===== config.mk =====
export PLATFORM = sky130hd
export DESIGN_NAME = reg_file
export DESIGN_NICKNAME = d
export VERILOG_FILES = /design/src/rtl/regfile_pkg.sv /design/src/rtl/reg_file_read_port.sv /design/src/rtl/reg_file.sv
export SDC_FILE = /design/constraint.sdc
export NUM_CORES = 2
export LEC_CHECK = 0
export BUFFER_PORTS_ARGS = -buffer_cell sky130_fd_sc_hd__buf_2
export CORE_MARGIN = 4
export CORE_UTILIZATION = 57
export CTS_CLUSTER_SIZE = 14
export DETAILED_ROUTE_END_ITERATION = 8
export PLACE_DENSITY = 0.76
export SETUP_SLACK_MARGIN = 0.02
export SLEW_MARGIN = 40
export SYNTH_ARGS = -nofsm -noshare
export SYNTH_HDL_FRONTEND = slang
export SYNTH_SLANG_ARGS = --single-unit
export TNS_END_PERCENT = 10

===== constraint.sdc =====
create_clock -name clk -period 1.9 [get_ports clk]
set_input_delay 0.19 -clock clk [delete_from_list [all_inputs] [get_ports clk]]
set_output_delay 0.19 -clock clk [all_outputs]
set_load 0.02 [all_outputs]

===== src/rtl/regfile_pkg.sv =====
// Shared constants and types for the register file.
// REGFILE_WRITE_BYPASS_EN enables write-through forwarding on reads.
package regfile_pkg;

  localparam int DATA_WIDTH = 32;
  localparam int ADDR_WIDTH = 5;
  localparam int NUM_REGS   = 2 ** ADDR_WIDTH;
  localparam int ZERO_REG   = 0;

`ifdef REGFILE_WRITE_BYPASS_EN
  localparam bit BYPASS_EN = 1'b1;
`else
  localparam bit BYPASS_EN = 1'b0;
`endif

  typedef logic [ADDR_WIDTH-1:0] reg_addr_t;
  typedef logic [DATA_WIDTH-1:0] reg_data_t;

endpackage


===== src/rtl/reg_file_read_port.sv =====
// One combinational read port: decode, zero forcing, bypass mux.
// Bypass is compiled in when REGFILE_WRITE_BYPASS_EN is defined.
module reg_file_read_port
  import regfile_pkg::*;
#(
  parameter int DW = DATA_WIDTH,
  parameter int AW = ADDR_WIDTH,
  parameter int NR = 2 ** AW
) (
  input  logic                  rst_n,
  input  logic                  we,
  input  logic [AW-1:0]         wa,
  input  logic [DW-1:0]         wd,
  input  logic [AW-1:0]         ra,
  input  logic [NR-1:1][DW-1:0] regs,
  output logic [DW-1:0]         rd
);

  logic hit;

  // Forwarding hit: live write to the address being read.
  always_comb begin
    hit = 1'b0;
    if (BYPASS_EN && rst_n && we
        && (wa != AW'(ZERO_REG))
        && (ra == wa))
      hit = 1'b1;
  end

  // Select zero, forwarded data or stored entry.
  always_comb begin
    rd = '0;
    unique case (1'b1)
      (ra == AW'(ZERO_REG)): rd = '0;
      hit:                   rd = wd;
      default:               rd = regs[ra];
    endcase
  end

endmodule


===== src/rtl/reg_file.sv =====
// 32x32 register file, two async reads, one sync write.
// REGFILE_WRITE_BYPASS_EN enables write-through forwarding on reads.
module reg_file
  import regfile_pkg::*;
#(
  parameter int DATA_WIDTH = regfile_pkg::DATA_WIDTH,
  parameter int ADDR_WIDTH = regfile_pkg::ADDR_WIDTH
) (
  input  logic                  clk,
  input  logic                  rst_n,
  input  logic                  we,
  input  logic [ADDR_WIDTH-1:0] wa,
  input  logic [DATA_WIDTH-1:0] wd,
  input  logic [ADDR_WIDTH-1:0] ra1,
  input  logic [ADDR_WIDTH-1:0] ra2,
  output logic [DATA_WIDTH-1:0] rd1,
  output logic [DATA_WIDTH-1:0] rd2
);

  localparam int NR = 2 ** ADDR_WIDTH;

  logic [NR-1:1][DATA_WIDTH-1:0] regs;

  // Storage update; reset wins, entry 0 is never stored.
  always_ff @(posedge clk) begin
    if (!rst_n) begin
      regs <= '0;
    end else if (we && (wa != ADDR_WIDTH'(ZERO_REG))) begin
      regs[wa] <= wd;
    end
  end

  reg_file_read_port #(
    .DW(DATA_WIDTH),
    .AW(ADDR_WIDTH),
    .NR(NR)
  ) u_rp1 (
    .rst_n(rst_n),
    .we   (we),
    .wa   (wa),
    .wd   (wd),
    .ra   (ra1),
    .regs (regs),
    .rd   (rd1)
  );

  reg_file_read_port #(
    .DW(DATA_WIDTH),
    .AW(ADDR_WIDTH),
    .NR(NR)
  ) u_rp2 (
    .rst_n(rst_n),
    .we   (we),
    .wa   (wa),
    .wd   (wd),
    .ra   (ra2),
    .regs (regs),
    .rd   (rd2)
  );

endmodule


==> flow_summary.ini <==
[placed_design]
numPortBuffers = 113
dp_slack_ns = -0.644
dpl_cell_area_um2 = 58200
dp_hpwl_um = 119000
place_congestion = 0.965

[layout]
largest_register_ff_count = 992
drive_gt1_share_pct = 23.5
regArea_um2 = 19900
fillerInstances = 6776
fin_nets = 5943
largest_register = regs
multi_input_area_um2 = 31300
final_area_um2 = 62300
syn_to_final_growth_pct = 17.6
largestRegisters = regs x992

[sta]
max_slew_margin_pct = 46.1
worst_slew_pin_slew_ns = 0.809
grt_setup_unrepaired = yes
setup_viol = 64
post-route-period-util_pct = 141
slew_viol_final = 0
min_period_ns = 2.67
setup_ws_ns = -0.773
hold_viol_final = 0
fin_skew_ns = 0
maxClockFrequency_ghz = 0.374

[detailed_routing]
wire_per_inst_um = 26.7
first_iter_violations = 7175
wirelength_um = 193000
first_pass_iters = 7
ant_nets = 0
drc = 0
vias_per_cell = 6.73
num_vias = 48600

[grt]
grt_use_total_pct = 37.9
overflow = 0
grt_pass1_wl_um = 286000
grt_max_degree = 121
grt_pass1_vias = 47000
grt_antenna_before_repair = 12

[critical_path]
end_kind = output port
r2r_end = regs[335]$_SDFFE_PN0P_
cp.depth = 5
cp_slowest_cell = o211ai_1
crit_buf_inv = 1
critPathMaxStageDelay_ns = 0.50
cp-startpoint = regs[632]$_SDFFE_PN0P_
required_ns = 1.71
worst-setup-path-type = reg -> out
crit_chain = mux4_2 -> mux2i_2 -> o211ai_1 -> o31a_1 -> buf_6
cp-endpoint = rd1[24]
cp_max_fo = 3
rr_worst_depth = 3
r2r_slack_ns = 1.08
timing.rr.start = regs[335]$_SDFFE_PN0P_
start_kind = flip-flop
critPathArrivalTime_ns = 2.48
critPathTopFamily = compound AO/OA/AOI/OAI gates

[synthesis]
syn_inst = 5827
synth_cell_types = 37
synth_common_cells = nand2_1 (2017), dfxtp_1 (992), a21boi_0 (823)
synthFlopType = dfxtp_1
async_reset_ff_share_pct = 0
syn_area_um2 = 53000
synth_top_cell_area_share_pct = 37.5
synth.most_common_cell = nand2_1
synthesis.nets = 5877
synth_edf_count = 0
ys.warnings.count = 0
avgSynthCellArea_um2 = 9.09
synth_largest_area_cell = dfxtp_1
ys_ff_latch = 992
yosys-top-cells-area = dfxtp_1 (37%), mux4_2 (16%), nand2_1 (14%), a21boi_0 (12%), mux2i_1 (3.6%)
seq_area_frac_synth_pct = 37.5

[power]
pwr_density_cell_nw_per_um2 = 749
leakage_uw = 0.0211
ir_drop_mv = 0.694

[die]
std_cell_rows = 111
dieArea_um2 = 97900
initial_core_util_pct = 57.6
coreArea_um2 = 91900
die_w_um = 313
num_io_pins = 114
die_h_um = 313

[clock_tree]
cts_tree = built
cts-root-buf = clkbuf_16
htree_num_levels = 3
clk_pin_slew_ns = 0.06
insertion_delay_ns = 0.68
clock_path_buffers = 3
cts_sinks = 992
cts-buffers-inserted = 102

[job]
max_cap_violations = 0

[status]
status = finished, violations left
violations = negative setup slack

[worst_hold_path]
hold_path_depth = 3
hold_path.class = in -> reg
layer usage:
layer | track usage [%] | vias up | share of wire [%]
met1 | 48.7 | 23500 | 36
li1 | - | 20500 | -
met5 | 0 | - | 0.018
met3 | 10.1 | 895 | 14
met2 | 57.2 | 3749 | 44
met4 | 23.3 | 6 | 6.9
kinds of logic after synthesis:
group                  after synthesis  synth area share [%]
muxes                              672                  22.0
and+or+nand+nor                   2146                  15.6
AOI/OAI and AO/OA                 1408                  20.0
buffers and inverters              609                  4.93
DFF                                992                  37.5
metrics by stage:
step / util (%) / power [µW] / cells / hold slack, ns / TNS (ns)
after floorplan: - / 24000 / 5827 / 0.335 / -0.645
after global placement: 63.3 / 25900 / 7032 / 0.450 / -24.17
after detailed placement: 63.3 / 25900 / 7032 / 0.458 / -24.79
after CTS: 67.4 / 46400 / 7218 / 0.0384 / -38.38
after global routing: 67.7 / 47500 / 7222 / 0.0933 / -40.44
final: 67.7 / 46700 / 7226 / 0.0655 / -38.79
power by group:
part / leakage (µW) / internal (µW) / switching (µW)
Sequential: 0.00802 / 20900 / 121
Combinational: 0.0113 / 1850 / 2790
Clock: 0.00170 / 12100 / 8840
timing repair:
action | in CTS | in global routing
hold buffers | 1 | 0
setup buffers | 1 | 0
endpoints found under the hold margin | 22 | 0
endpoints found under the setup margin | 64 | 64
pin swaps | 50 | 29
resized for setup | 91 | 95
area by class of cell:
type                       count  area share [%]
antenna                        8          0.0321
inverter                       2          0.0121
sequential                   992            32.0
clock inverter                42           0.719
multi-input combinational   4226            50.2
clock buffer                 144            4.79
timing repair buffer         569            9.77
tap                         1243            2.50
worst min-delay path by stage:
stage                     slack, ns                      to                    from
final                          0.07  regs[888]$_SDFFE_PN0P_                  wd[24]
after global routing           0.09   regs[27]$_SDFFE_PN0P_                  wd[27]
after CTS                      0.04  regs[379]$_SDFFE_PN0P_                  wd[27]
after detailed placement       0.46  regs[268]$_SDFFE_PN0P_  regs[268]$_SDFFE_PN0P_
after global placement         0.45  regs[882]$_SDFFE_PN0P_  regs[882]$_SDFFE_PN0P_
after floorplan                0.33   regs[15]$_SDFFE_PN0P_                  wd[15]
placed cells by master, fill, tap and decap left out, types with 30 or more instances in the layout:
cell       instances
mux2_2            96
nand2_1         1999
a211oi_1          30
mux2i_1          181
dfxtp_2           49
buf_4            305
o31a_1            32
buf_12           149
mux4_2           384
a2bb2oi_1         32
a21oi_1           32
and2_1            32
a21boi_0         823
dfxtp_1          943
a22oi_1           44
nor2_1            32
a22o_1            95
o211ai_1          32
buf_2             80
o22ai_1           32
a21boi_1         169
clkbuf_16        105
worst reg2reg max path: stages, from the launching register on:
cell,delay [ns]
dfxtp_1,0.36
buf_4,0.13
nand2_1,0.05
a21boi_0,0.19
Note: power is estimated with default switching activity, not from simulation.
